$ cat src/rtl/memory_c_bptt_reader_pkg.sv
// Shared definitions for the memory_c backprop reader: FSM encoding and the
// cell-state memory layout rule also used by the memory_c writer control.
package memory_c_bptt_reader_pkg;

  typedef enum logic [2:0] {
    S_IDLE,
    S_RD_CUR,
    S_RD_PREV,
    S_VALID,
    S_DONE
  } state_e;

  // Word address of c[t][n]; t=0 is the initial state.
  function automatic int unsigned cell_addr(input int unsigned t,
                                            input int unsigned n,
                                            input int unsigned num_lstm);
    return t * num_lstm + n;
  endfunction

endpackage

$ cat src/rtl/memory_c_bptt_reader_if.sv
// Memory read port plus the (c_cur, c_prev) stream towards the backprop datapath.
interface memory_c_bptt_reader_if #(
  parameter int unsigned WIDTH      = 32,
  parameter int unsigned ADDR_WIDTH = 9
);
  logic [ADDR_WIDTH-1:0] rd_addr;
  logic [WIDTH-1:0]      rd_data;
  logic                  o_valid;
  logic                  o_ready;
  logic [WIDTH-1:0]      c_cur;
  logic [WIDTH-1:0]      c_prev;
  logic [3:0]            t_idx;
  logic [5:0]            n_idx;
  logic                  o_last;

  modport master (
    output rd_addr,
    input  rd_data,
    output o_valid,
    input  o_ready,
    output c_cur,
    output c_prev,
    output t_idx,
    output n_idx,
    output o_last
  );

  modport slave (
    input  rd_addr,
    output rd_data,
    input  o_valid,
    output o_ready,
    input  c_cur,
    input  c_prev,
    input  t_idx,
    input  n_idx,
    input  o_last
  );
endinterface

$ cat src/rtl/memory_c_bptt_reader.sv
// Reverse-time sweep over memory_c: for each (t,n), t=TIMESTEP..1, fetch c[t][n]
// and c[t-1][n] and present them as one valid/ready transfer.
module memory_c_bptt_reader
  import memory_c_bptt_reader_pkg::*;
#(
  parameter int unsigned WIDTH      = 32,
  parameter int unsigned NUM_LSTM   = 53,
  parameter int unsigned TIMESTEP   = 7,
  parameter int unsigned ADDR_WIDTH = 9
) (
  input  logic                     clk,
  input  logic                     rst,
  input  logic                     start,
  output logic                     busy,
  output logic                     done,
  memory_c_bptt_reader_if.master   bus
);

  // base tracks t*NUM_LSTM and is stepped down by NUM_LSTM per timestep.
  localparam logic [ADDR_WIDTH-1:0] BASE_INIT = ADDR_WIDTH'(cell_addr(TIMESTEP, 0, NUM_LSTM));
  localparam logic [ADDR_WIDTH-1:0] STRIDE    = ADDR_WIDTH'(NUM_LSTM);
  localparam logic [3:0]            T_INIT    = 4'(TIMESTEP);
  localparam logic [5:0]            N_LAST    = 6'(NUM_LSTM - 1);

  state_e                state_q, state_d;
  logic [3:0]            t_q, t_d;
  logic [5:0]            n_q, n_d;
  logic [ADDR_WIDTH-1:0] base_q, base_d;
  logic [WIDTH-1:0]      c_cur_q, c_cur_d;
  logic [WIDTH-1:0]      c_prev_q, c_prev_d;
  logic                  o_valid_q, o_valid_d;
  logic                  o_last_q, o_last_d;
  logic                  busy_q, busy_d;
  logic                  done_q, done_d;
  logic [ADDR_WIDTH-1:0] rd_addr;

  always_comb begin
    state_d  = state_q;
    t_d      = t_q;
    n_d      = n_q;
    base_d   = base_q;
    c_cur_d  = c_cur_q;
    c_prev_d = c_prev_q;
    case (state_q)
      S_IDLE: begin
        if (start) begin
          state_d = S_RD_CUR;
          t_d     = T_INIT;
          n_d     = '0;
          base_d  = BASE_INIT;
        end
      end
      S_RD_CUR: begin
        c_cur_d = bus.rd_data;
        state_d = S_RD_PREV;
      end
      S_RD_PREV: begin
        c_prev_d = bus.rd_data;
        state_d  = S_VALID;
      end
      S_VALID: begin
        if (bus.o_ready) begin
          if (o_last_q) begin
            state_d = S_DONE;
          end else begin
            state_d = S_RD_CUR;
            if (n_q == N_LAST) begin
              n_d    = '0;
              t_d    = t_q - 4'd1;
              base_d = base_q - STRIDE;
            end else begin
              n_d = n_q + 6'd1;
            end
          end
        end
      end
      S_DONE:  state_d = S_IDLE;
      default: state_d = S_IDLE;
    endcase

    // Status outputs are registered, so derive them from the next state.
    o_valid_d = (state_d == S_VALID);
    o_last_d  = (state_d == S_VALID) && (t_d == 4'd1) && (n_d == N_LAST);
    busy_d    = (state_d != S_IDLE);
    done_d    = (state_d == S_DONE);
  end

  always_comb begin
    rd_addr = '0;
    case (state_q)
      S_RD_CUR:  rd_addr = base_q + ADDR_WIDTH'(n_q);
      S_RD_PREV: rd_addr = base_q - STRIDE + ADDR_WIDTH'(n_q);
      default:   rd_addr = '0;
    endcase
  end

  always_ff @(posedge clk) begin
    if (!rst) begin
      state_q   <= S_IDLE;
      t_q       <= '0;
      n_q       <= '0;
      base_q    <= '0;
      c_cur_q   <= '0;
      c_prev_q  <= '0;
      o_valid_q <= 1'b0;
      o_last_q  <= 1'b0;
      busy_q    <= 1'b0;
      done_q    <= 1'b0;
    end else begin
      state_q   <= state_d;
      t_q       <= t_d;
      n_q       <= n_d;
      base_q    <= base_d;
      c_cur_q   <= c_cur_d;
      c_prev_q  <= c_prev_d;
      o_valid_q <= o_valid_d;
      o_last_q  <= o_last_d;
      busy_q    <= busy_d;
      done_q    <= done_d;
    end
  end

  assign bus.rd_addr = rd_addr;
  assign bus.o_valid = o_valid_q;
  assign bus.c_cur   = c_cur_q;
  assign bus.c_prev  = c_prev_q;
  assign bus.t_idx   = t_q;
  assign bus.n_idx   = n_q;
  assign bus.o_last  = o_last_q;
  assign busy        = busy_q;
  assign done        = done_q;

endmodule
$ cat src/flat_wrapper.sv
// flat-port wrapper written by rule: the top's interface ports become plain ports
module memory_c_bptt_reader_flat import memory_c_bptt_reader_pkg::*;
#(
  parameter int unsigned WIDTH      = 32,
  parameter int unsigned NUM_LSTM   = 53,
  parameter int unsigned TIMESTEP   = 7,
  parameter int unsigned ADDR_WIDTH = 9
)
  (clk, rst, start, busy, done, bus_rd_addr, bus_rd_data, bus_o_valid, bus_o_ready, bus_c_cur, bus_c_prev, bus_t_idx, bus_n_idx, bus_o_last);
  memory_c_bptt_reader_if #(.WIDTH(WIDTH), .ADDR_WIDTH(ADDR_WIDTH)) bus_i ();
  input  logic clk;
  input  logic rst;
  input  logic start;
  output logic busy;
  output logic done;
  output wire logic [$bits(bus_i.rd_addr)-1:0] bus_rd_addr;
  input wire logic [$bits(bus_i.rd_data)-1:0] bus_rd_data;
  output wire logic [$bits(bus_i.o_valid)-1:0] bus_o_valid;
  input wire logic [$bits(bus_i.o_ready)-1:0] bus_o_ready;
  output wire logic [$bits(bus_i.c_cur)-1:0] bus_c_cur;
  output wire logic [$bits(bus_i.c_prev)-1:0] bus_c_prev;
  output wire logic [$bits(bus_i.t_idx)-1:0] bus_t_idx;
  output wire logic [$bits(bus_i.n_idx)-1:0] bus_n_idx;
  output wire logic [$bits(bus_i.o_last)-1:0] bus_o_last;
  assign bus_rd_addr = bus_i.rd_addr;
  assign bus_i.rd_data = bus_rd_data;
  assign bus_o_valid = bus_i.o_valid;
  assign bus_i.o_ready = bus_o_ready;
  assign bus_c_cur = bus_i.c_cur;
  assign bus_c_prev = bus_i.c_prev;
  assign bus_t_idx = bus_i.t_idx;
  assign bus_n_idx = bus_i.n_idx;
  assign bus_o_last = bus_i.o_last;
  memory_c_bptt_reader #(.WIDTH(WIDTH), .NUM_LSTM(NUM_LSTM), .TIMESTEP(TIMESTEP), .ADDR_WIDTH(ADDR_WIDTH)) u_core (.clk(clk), .rst(rst), .start(start), .busy(busy), .done(done), .bus(bus_i));
endmodule
$ cat config.mk
export PLATFORM = sky130hd
export DESIGN_NAME = memory_c_bptt_reader_flat
export DESIGN_NICKNAME = d
export VERILOG_FILES = /design/src/rtl/memory_c_bptt_reader_pkg.sv /design/src/rtl/memory_c_bptt_reader_if.sv /design/src/rtl/memory_c_bptt_reader.sv /design/src/flat_wrapper.sv
export SDC_FILE = /design/constraint.sdc
export NUM_CORES = 1
export LEC_CHECK = 0
export CORE_MARGIN = 2
export CORE_UTILIZATION = 39
export DETAILED_ROUTE_END_ITERATION = 7
export GPL_ROUTABILITY_DRIVEN = 0
export PLACE_DENSITY_LB_ADDON = 0.2
export SKIP_LAST_GASP = 1
export SYNTH_ARGS = -nofsm -noshare
export SYNTH_HDL_FRONTEND = slang
export SYNTH_SLANG_ARGS = --single-unit
$ cat constraint.sdc
create_clock -name clk -period 9.65 [get_ports clk]
set_input_delay 1.93 -clock clk [delete_from_list [all_inputs] [get_ports clk]]
set_output_delay 1.93 -clock clk [all_outputs]
set_load 0.01 [all_outputs]
== After elaboration in Yosys (flattened, before gate mapping) ==
Cells that the tools add are included.
Widths: inputs -> output; s select.

* Add/subtract/negate cells: 5
* Equal/unequal tests: 12
* Muxes and demuxes: 20
* Reduce and logical (&&, ||, !) cells: 6

{| class="wikitable"
|+ Operators with widths
! cell !! number
|-
| $mux 9 || 4
|-
| $pmux 9 s2 || 2
|-
| $mux 6 || 4
|-
| $add 9x6->9 || 2
|-
| $mux 4 || 4
|-
| $eq 6x6->1 const B || 2
|-
| $pmux 3 s4 || 1
|-
| $pmux 6 s2 || 1
|-
| $eq 3x2->1 const B || 3
|-
| $mux 3 || 3
|-
| $sub 9x6->9 const B || 1
|-
| $pmux 4 s2 || 1
|-
| $add 6x1->6 const B || 1
|-
| $ne 2x2->1 const B || 3
|-
| $reduce_and 5->1 || 1
|-
| $eq 4x1->1 const B || 1
|-
| $sub 4x1->4 const B || 1
|-
| $eq 3x1->1 const B || 1
|-
| $eq 3x3->1 const B || 1
|-
| $logic_not 3->1 || 1
|-
| $reduce_bool 3->1 || 1
|-
| $logic_and 1x1->1 || 2
|-
| $ne 2x1->1 const B || 1
|-
| $reduce_bool 2->1 || 1
|}

* Register bits after elaboration: 90
* Bits of input ports: 36
* Output and inout bits: 87
* Word-level logic and storage cells: 53

== Depth between registers and ports, before layout ==
Gate-level depths: netlist (run 1).

* Depth after elaboration: 8
* Depth in mapped cells: 14
* Depth with buffers taken out: 13

== Worst setup path after synthesis (run 1) ==
Ideal clock, no wire load.

* Path kind: register -> output
* Start: reg u_core.state_q[1]
* End: out bus_rd_addr[8]
* Arrival time: 3,176 ps
* Required time: 7,720 ps
* Setup slack: 4,544 ps
* Cell stages (with the launch flop): 13
* Buffers on the path: 2
* Cell sequence: dfxtp_1 -> buf_1 -> nor3b_1 -> clkbuf_1 -> xnor2_1 -> ha_1 -> fa_1 -> a211oi_1 -> o21bai_1 -> a21oi_1 -> a221oi_2 -> xnor2_1 -> nor2_1

* Cells in the longest elaborated chain, start to end: 2
* Elaborated cells on any way between the ends: 3
* Classes of those cells: eq/ne: 2; mux: 1

{| class="wikitable"
|+ RTL lines
! element !! RTL line !! text
|-
| start: declaration || memory_c_bptt_reader.sv:25 || <nowiki>state_e state_q, state_d;</nowiki>
|-
| start signal: assignment || memory_c_bptt_reader.sv:110 || <nowiki>state_q <= state_d;</nowiki>
|-
| $eq 3x2->1 / $eq 3x1->1 (equally long branches) || memory_c_bptt_reader.sv:90 || <nowiki>case (state_q)</nowiki>
|-
| $pmux 9 s2 * || memory_c_bptt_reader.sv:90 ||
|-
| end: declaration || flat_wrapper.sv:16 || <nowiki>output wire logic [$bits(bus_i.rd_addr)-1:0] bus_rd_addr;</nowiki>
|}

Every way passes the cells marked *; elsewhere a longest branch is shown, timed or not.

== Final worst setup path (run 1) ==
* Start: reg u_core.state_q[1]
* End: out bus_rd_addr[7]

Same word-level chain as after synthesis.

==> tab_implementation.tex, run 1 <==
\begin{tabular}{lr}
\hline
Metric & Value \\
\hline
\multicolumn{2}{l}{\textbf{STA}} \\
\quad Summed negative setup slack over all endpoints & 0 ns \\
\quad Final critical-path required period & 6.00 ns \\
\quad Upper clock frequency limit & 167 MHz \\
\quad Final WS setup & 3.65 ns \\
\quad Final setup skew & roughly 0.018 ns \\
\quad Max Slew Vio Count & 0 \\
\quad Final setup fails & 0 \\
\quad Max\_slew headroom & 36.1\% \\
\quad RSZ-0062 raised after global routing & no \\
\quad Worst-Margin Slew & 0.954 ns \\
\quad Final number of hold-violating endpoints & 0 \\
\quad Part of the cycle the worst path needs & 62.2\% \\
\multicolumn{2}{l}{\textbf{Synthesis}} \\
\quad Sequential-to-total area share from yosys stat & approximately 43\% \\
\quad Share of the synthesized area in the top cell type & 43.4\% \\
\quad Cell type with the highest aggregate area in the netlist & sky130\_fd\_sc\_hd\_\_dfxtp\_1 \\
\quad Leading cell types by total area after synthesis & sky130\_fd\_sc\_hd\_\_dfxtp\_1, sky130\_fd\_sc\_hd\_\_nand2\_1, sky130\_fd\_sc\_hd\_\_a21boi\_0, sky130\_fd\_sc\_hd\_\_a21boi\_1, sky130\_fd\_sc\_hd\_\_ha\_1 \\
\quad Count of state elements after synthesis & 90 \\
\quad Number of library cell types mapped by synthesis & 54 \\
\quad Syn. warnings & 0 \\
\quad Mean area per synthesized cell & 8.25 um\^{}2 \\
\quad Gate Count Post-Synth & 503 \\
\quad Primary flip-flop cell chosen by synthesis mapping & sky130\_fd\_sc\_hd\_\_dfxtp\_1 \\
\quad Number of synthesized flops with an enable pin & 0 \\
\quad Area of the mapped netlist & just over 4000 um\^{}2 \\
\quad Most numerous cell in the Yosys netlist & sky130\_fd\_sc\_hd\_\_nand2\_1 \\
\quad Synthesized Nets & 550 \\
\quad Fraction of registers with async set or reset after synthesis & 0\% \\
\quad Most numerous cell types in the synthesized netlist & sky130\_fd\_sc\_hd\_\_nand2\_1, sky130\_fd\_sc\_hd\_\_dfxtp\_1, sky130\_fd\_sc\_hd\_\_a21boi\_0, sky130\_fd\_sc\_hd\_\_clkbuf\_1, sky130\_fd\_sc\_hd\_\_a21boi\_1 \\
\multicolumn{2}{l}{\textbf{Worst setup path}} \\
\quad Series of cell instances along the critical path & or3b\_1 > buf\_4 > o21ai\_0 > ha\_1 > a21oi\_1 > o21ai\_0 > nor4\_1 > a2111oi\_4 > xnor2\_1 > nor2\_1 > clkdlybuf4s50\_1 \\
\quad Cell type with the highest occurrence count on the critical path & sky130\_fd\_sc\_hd\_\_o21ai\_0 \\
\quad Endpoint type of the worst setup path & primary output \\
\quad Critical Path Sink & bus\_rd\_addr[7] \\
\quad Start point of the critical path & u\_core.state\_q[1] \\
\quad Combined buffer and inverter count along the critical path & 2 \\
\quad Worst reg2reg setup slack & 7.02 ns \\
\quad Largest stage delay, worst path & between 0.5 and 0.6 ns \\
\quad Reg2Reg Capture Point & u\_core.bus.o\_last \\
\quad Data required, critical path & 7.72 ns \\
\quad CP Depth & 11 \\
\quad Critical register-to-register path startpoint & u\_core.state\_q[0] \\
\quad Element type at the critical path start & flop \\
\quad Cells on worst reg2reg path & 5 \\
\quad Kind of cell adding the most delay to the critical path & simple AND/OR/NAND/NOR gates \\
\quad Arrival time of the worst setup path & 4.07 ns \\
\quad Maximum net fanout on the critical path & 42 \\
\quad Kind of critical path & flop to primary output \\
\quad Crit-path slowest cell & sky130\_fd\_sc\_hd\_\_dfxtp\_1 \\
\multicolumn{2}{l}{\textbf{Cells and area}} \\
\quad Register cell area after layout & 1800 um\^{}2 \\
\quad Final-stage net count & $\sim$660 \\
\quad Fillers & 986 \\
\quad Area grow syn2layout & 35.6\% \\
\quad Post-route cell area & 5630 um\^{}2 \\
\quad Post-route non-filler standard cell count & 750 \\
\quad Fraction of final layout cells sized beyond drive strength 1 & between 4 and 5\% \\
\quad Area taken by multi-input logic gates & 2200 um\^{}2 \\
\quad Antenna Cells & 0 \\
\multicolumn{2}{l}{\textbf{Die}} \\
\quad Top-level I/O count & 123 \\
\quad Standard-cell row count & 37 \\
\quad Height of the chip & approximately 110 um \\
\quad Die boundary width & 107 um \\
\quad Initial core utilization & 40.2\% \\
\quad Area enclosed by the die boundary & 11500 um\^{}2 \\
\quad Core Footprint & 10300 um\^{}2 \\
\multicolumn{2}{l}{\textbf{Global route}} \\
\quad Vias in the first global route & 3603 \\
\quad Maximum number of pins on one net before global-route repair & 88 \\
\quad Antenna violations before repair & 0 \\
\quad Aggregate global routing overflow & 0 \\
\quad First-pass GRT wire length & roughly 17000 um \\
\quad Total global-route track usage & 18.7\% \\
\multicolumn{2}{l}{\textbf{Pwr}} \\
\quad Largest vdd supply drop & 0.0725 mV \\
\quad Total chip power & 0.000791 W \\
\quad Power density of the placed cells & 140 nW/um\^{}2 \\
\quad P\_leak & 2.02 nW \\
\multicolumn{2}{l}{\textbf{Clock network}} \\
\quad Master cell of the clock root buffer & sky130\_fd\_sc\_hd\_\_clkbuf\_8 \\
\quad Total CTS buffers & 9 \\
\quad CTS-repair resized insts & 0 \\
\quad Postcts setup bufs & 0 \\
\quad Hold\_buf cts & 0 \\
\quad Worst-Skew Late Latency & 0.37 ns \\
\quad Clk sink count & 90 \\
\quad H-tree levels & 3 \\
\quad Clock edge transition at the registers on the reported setup and hold paths & around 0.1 ns \\
\quad TritonCTS clock tree & built \\
\quad Bufs on Longest Clock Path & 2 \\
\multicolumn{2}{l}{\textbf{Detailed routing}} \\
\quad DRC violation count after routing & 0 \\
\quad Initial drt markers & 160 \\
\quad Post-route antenna net violation count & 0 \\
\quad Pre-Repair DR Iteration Count & 4 \\
\quad Number of vias per cell after detailed routing & approximately 5 \\
\quad Wire length reported by the detailed router & 10600 um \\
\quad Detailed-route via count & roughly 3800 \\
\quad Wire length per cell after detailed routing & about 14 um \\
\multicolumn{2}{l}{\textbf{Placement}} \\
\quad Placed instance area & about 5400 um\^{}2 \\
\quad Number of buffers inserted by port buffering & 122 \\
\quad Cell count after placement & 734 \\
\quad Setup slack after placement & 4.04 ns \\
\quad HPWL after DPL & 7430 um \\
\multicolumn{2}{l}{\textbf{Job}} \\
\quad Maxcap violations & 0 \\
\multicolumn{2}{l}{\textbf{Worst hold path}} \\
\quad Type of the most critical hold path & flop to flop \\
\multicolumn{2}{l}{\textbf{Outcome}} \\
\quad Result of the run & completed \\
\hline
\end{tabular}
==> per-layer routing <==
metal / track usage (%) / up-vias / wire [um]
li1: - / 1904 / -
met1: 23.2 / 1755 / 4630
met2: 29.2 / 99 / 4930
met3: 7.36 / 13 / 917
met4: 7.14 / 0 / 138
met5: 0 / - / 0
==> power by group <==
part	switching, W	internal (W)
combinational	0.0000716	0.0000752
clock	0.000140	0.0000963
sequential	0.0000158	0.000392
==> metrics by stage <==
step	hold slack [ns]	utilization, %
floorplan	0.460	-
global placement	0.442	52.8
detailed placement	0.447	52.8
CTS	0.464	54.5
global route	0.488	54.5
finish	0.460	54.5
==> cells by family after synthesis <==
logic type                 synth area share, %
AOI/OAI and AO/OA                         20.8
xor gates and xnor gates                  2.96
adders and majority gates                 3.50
buffers and inverters                     3.77
DFF                                       43.4
muxes                                    0.513
and+or+nand+nor                           25.0
==> flip-flops by register name, summed over array words and instances (netlist names) <==
name / flops
u_core.base_q: 9
u_core.done: 1
u_core.busy: 1
u_core.bus.o_valid: 1
u_core.bus.t_idx: 4
u_core.bus.c_cur: 32
u_core.bus.n_idx: 6
u_core.state_q: 3
u_core.bus.o_last: 1
u_core.bus.c_prev: 32
==> cell type report <==
class	instances	area share, %
clock buffer	10	2.27
clock inverter	6	0.912
inverter	8	0.534
multi-input combinational	374	39.1
sequential	90	32.0
tap	136	3.02
timing repair buffer	126	22.1
==> placed cells by master (no fill, tap or decap), drive strengths merged, types with 7 or more instances in the layout <==
cell / count
o21ai: 16
a21oi: 11
nor2b: 9
xnor2: 8
clkdlybuf4s50: 121
ha: 10
inv: 9
nor3: 7
a21boi: 68
clkbuf: 10
nand2: 149
dfxtp: 90
nor2: 20
==> worst register-to-register path, cell delays in order, from the launching register on <==
cell	delay, ns
sky130_fd_sc_hd__dfxtp_1	0.60
sky130_fd_sc_hd__nand4b_1	0.34
sky130_fd_sc_hd__nor3_2	0.87
sky130_fd_sc_hd__xnor2_1	0.18
sky130_fd_sc_hd__a211o_1	0.35
sky130_fd_sc_hd__nor4_1	0.21
==> worst min path at each step <==
stage,from,depth (start not counted),slack [ns],end
finish,u_core.bus.c_cur[4],2,0.46,u_core.bus.c_cur[4]
global route,u_core.bus.c_cur[2],2,0.49,u_core.bus.c_cur[2]
CTS,u_core.bus.c_cur[8],2,0.46,u_core.bus.c_cur[8]
detailed placement,u_core.bus.c_cur[8],2,0.45,u_core.bus.c_cur[8]
global placement,u_core.bus.c_prev[1],2,0.44,u_core.bus.c_prev[1]
floorplan,u_core.base_q[8],2,0.46,u_core.base_q[8]
No activity file was read; power rests on OpenSTA's default activity.
==> run 2: changes to the inputs <==
==> constraint.sdc (replaced) <==
create_clock -name clk -period 5.4 [get_ports clk]
set_input_delay 1.08 -clock clk [delete_from_list [all_inputs] [get_ports clk]]
set_output_delay 1.08 -clock clk [all_outputs]
set_load 0.01 [all_outputs]
==> run 2 against run 1 <==
Effect of this change:
- sequential power grew 78%
- critical path depth stayed put
- final area up 0.38%
- flip-flop and latch count stayed put
- register-to-register slack lost 4.3 ns
- count of clock-buffer cells in the layout unchanged
- cell count did not move
- combinational power up 80%
- clock power up 99%
- core utilization up 0.21 points
- clock skew fell by 0.0073 ns
- critical endpoint is now bus_rd_addr[8]
- largest power group unchanged
- highest routed layer unchanged
==> tab_implementation.tex, run 2 (synthesized netlist as in run 1, its figures left out) <==
\begin{tabular}{lr}
\hline
Metric & Value \\
\hline
\multicolumn{2}{l}{\textbf{Outcome}} \\
\quad Result of the run & completed \\
\multicolumn{2}{l}{\textbf{Cells and area}} \\
\quad Fraction of final layout cells sized beyond drive strength 1 & 4.89\% (unchanged) \\
\quad Commonest cells after routing, fill and taps aside & sky130\_fd\_sc\_hd\_\_nand2\_1, sky130\_fd\_sc\_hd\_\_clkdlybuf4s50\_1, sky130\_fd\_sc\_hd\_\_dfxtp\_1 \\
\quad Most common cell after layout, fill and taps aside & sky130\_fd\_sc\_hd\_\_nand2\_1 \\
\quad Antenna Cells & 0 (unchanged) \\
\quad Area grow syn2layout & 36.2\% \\
\quad Post-route cell area & 5650 um\^{}2 (+0.38\%) \\
\quad Final-stage net count & 656 (unchanged) \\
\quad Final core utilization & 54.7\% (+0.21 points) \\
\multicolumn{2}{l}{\textbf{Pwr}} \\
\quad Power density of the placed cells & 259 nW/um\^{}2 (+84\%) \\
\quad P\_int & 0.00105 W (+87\%) \\
\quad Fraction of power consumed by sequential logic & 49.8\% (-1.8 points) \\
\quad Largest vdd supply drop & 0.171 mV (+140\%) \\
\quad Sw power & 0.000407 W (+79\%) \\
\quad Clock network fraction of design power & 32.1\% (+2.2 points) \\
\quad Switching Share & 27.8\% (-0.93 points) \\
\quad P\_leak & 2.05 nW (+1.1\%) \\
\quad Part of the total power dissipated in combinational logic & 18.1\% (-0.5 points) \\
\multicolumn{2}{l}{\textbf{Global route}} \\
\quad Total global-route track usage & 18.6\% (-0.051 points) \\
\quad Vias in the first global route & 3411 (-5.3\%) \\
\quad Maximum number of pins on one net before global-route repair & 87 (-1.1\%) \\
\quad Antenna violations before repair & 0 (unchanged) \\
\quad First-pass GRT wire length & 17200 um (+0.25\%) \\
\quad Aggregate global routing overflow & 0 (unchanged) \\
\multicolumn{2}{l}{\textbf{Clock network}} \\
\quad Master cell of the clock root buffer & sky130\_fd\_sc\_hd\_\_clkbuf\_8 \\
\quad Clk sink count & 90 (unchanged) \\
\quad Postcts setup bufs & 0 (unchanged) \\
\quad Worst-Skew Late Latency & 0.35 ns (-0.02 ns) \\
\quad TritonCTS clock tree & built \\
\quad Total CTS buffers & 9 (unchanged) \\
\quad Bufs on Longest Clock Path & 2 (unchanged) \\
\quad H-tree levels & 3 (unchanged) \\
\quad Clock edge transition at the registers on the reported setup and hold paths & 0.09 ns (about the same) \\
\multicolumn{2}{l}{\textbf{Detailed routing}} \\
\quad Wire length per cell after detailed routing & 14.4 um (+1.5\%) \\
\quad Initial drt markers & 126 (-21\%) \\
\quad Detailed-route via count & 3741 (-0.80\%) \\
\quad Wire length reported by the detailed router & 10800 um (+1.5\%) \\
\quad Number of vias per cell after detailed routing & 4.99 (-0.80\%) \\
\quad Post-route antenna net violation count & 0 (unchanged) \\
\quad Pre-Repair DR Iteration Count & 4 (unchanged) \\
\quad DRC violation count after routing & 0 (unchanged) \\
\multicolumn{2}{l}{\textbf{STA}} \\
\quad Worst-Margin Slew & 0.943 ns (-0.0114 ns) \\
\quad Final number of hold-violating endpoints & 0 (unchanged) \\
\quad Part of the cycle the worst path needs & 92.6\% \\
\quad Final setup fails & 0 (unchanged) \\
\quad Max Slew Vio Count & 0 (unchanged) \\
\quad Max\_slew headroom & 36.3\% (+0.22 points) \\
\quad Final critical-path required period & 5.00 ns \\
\quad Tightest hold margin & 0.459 ns (-0.000363 ns) \\
\quad Final setup skew & 0.0106 ns (-0.00733 ns) \\
\quad RSZ-0062 raised after global routing & no \\
\quad Upper clock frequency limit & 200 MHz \\
\quad Summed negative setup slack over all endpoints & 0 ns (unchanged) \\
\quad Final WS setup & 0.398 ns (-3.25 ns) \\
\multicolumn{2}{l}{\textbf{Worst setup path}} \\
\quad Series of cell instances along the critical path & or3b\_1 > nand2\_1 > o21ai\_1 > fa\_1 > a211oi\_1 > o21bai\_1 > a21oi\_1 > a221oi\_2 > xnor2\_1 > nor2\_1 > clkdlybuf4s50\_1 \\
\quad Kind of cell adding the most delay to the critical path & simple AND/OR/NAND/NOR gates \\
\quad Arrival time of the worst setup path & 3.92 ns (-0.15 ns) \\
\quad Combined buffer and inverter count along the critical path & 1 (-1) \\
\quad Element type at the critical path start & flop \\
\quad Largest stage delay, worst path & 0.70 ns (+0.12 ns) \\
\quad Data required, critical path & 4.32 ns (-3.40 ns) \\
\quad Maximum net fanout on the critical path & 21 (-50\%) \\
\quad Crit-path slowest cell & sky130\_fd\_sc\_hd\_\_or3b\_1 \\
\quad Endpoint type of the worst setup path & primary output \\
\quad Kind of critical path & flop to primary output \\
\multicolumn{2}{l}{\textbf{Die}} \\
\quad Height of the chip & 107 um (unchanged) \\
\quad Die boundary width & 107 um (unchanged) \\
\quad Initial core utilization & 40.2\% (unchanged) \\
\quad Top-level I/O count & 123 (unchanged) \\
\quad Standard-cell row count & 37 (unchanged) \\
\quad Core Footprint & 10300 um\^{}2 (unchanged) \\
\quad Area enclosed by the die boundary & 11500 um\^{}2 (unchanged) \\
\multicolumn{2}{l}{\textbf{Placement}} \\
\quad Number of buffers inserted by port buffering & 122 (unchanged) \\
\quad Setup slack after placement & 0.635 ns (-3.40 ns) \\
\quad Placed instance area & 5450 um\^{}2 (unchanged) \\
\quad HPWL after DPL & 7460 um (+0.41\%) \\
\multicolumn{2}{l}{\textbf{Worst hold path}} \\
\quad Type of the most critical hold path & flop to flop \\
\multicolumn{2}{l}{\textbf{Job}} \\
\quad Maxcap violations & 0 (unchanged) \\
\hline
\end{tabular}
==> run 2: final timing paths <==
| path | end | cells past startpoint | start | slack, ns |
|---|---|---|---|---|
| setup / recovery | bus_rd_addr[8] | 11 | u_core.state_q[1] | 0.40 |
| hold / removal | u_core.bus.c_prev[31] | 2 | u_core.bus.c_prev[31] | 0.46 |
| setup reg to reg | u_core.bus.o_last | 5 | u_core.state_q[0] | 2.77 |
| hold reg to reg | u_core.bus.c_prev[31] | 2 | u_core.bus.c_prev[31] | 0.46 |
==> run 2: timing repair <==
item | in CTS | in global routing
setup endpoints to repair | 0 | 1
gates resized for setup | 0 | 1
hold buffers | 0 | 0
==> run 2: per-layer routing <==
| metal | GRT usage (%) | wire length, um | up-vias |
|---|---|---|---|
| met5 | 0 | 0 | - |
| met4 | 4.27 | 56 | 0 |
| met3 | 6.75 | 769 | 4 |
| met2 | 30.0 | 5110 | 87 |
| met1 | 23.9 | 4850 | 1741 |
| li1 | - | - | 1909 |
==> run 2: power groups by stage <==
| stage | sequential [W] | combinational (W) | clock [W] |
|---|---|---|---|
| final | 0.000728 | 0.000265 | 0.000469 |
| after global routing | 0.000733 | 0.000291 | 0.000515 |
| after global placement | 0.000741 | 0.000265 | 0 |
| after detailed placement | 0.000743 | 0.000267 | 0 |
| after CTS | 0.000728 | 0.000269 | 0.000487 |
| after floorplan | 0.000750 | 0.000126 | 0 |
==> run 2: worst register-to-register path, cell delays in order (launching register included) <==
cell and delay [ns]:
sky130_fd_sc_hd__dfxtp_1 0.60, sky130_fd_sc_hd__nand4b_1 0.34, sky130_fd_sc_hd__nor3_2 0.86, sky130_fd_sc_hd__xnor2_1 0.16, sky130_fd_sc_hd__a211o_1 0.34, sky130_fd_sc_hd__nor4_1 0.23
==> run 2: cell type report <==
cell class,instances,area (um^2)
repair buffers,126,1250
well taps,136,170
clock inverters,6,72.6
clock buffers,10,128
multi-input cells,374,2200
inverters,8,30.0
fillers,961,4670
flip-flops and latches,90,1800
==> run 2: metrics by stage <==
stage	instances	power, W
floorplan	503	0.000876
CTS	750	0.00148
detailed placement	734	0.00101
global placement	734	0.00101
finish	750	0.00146
global route	750	0.00154
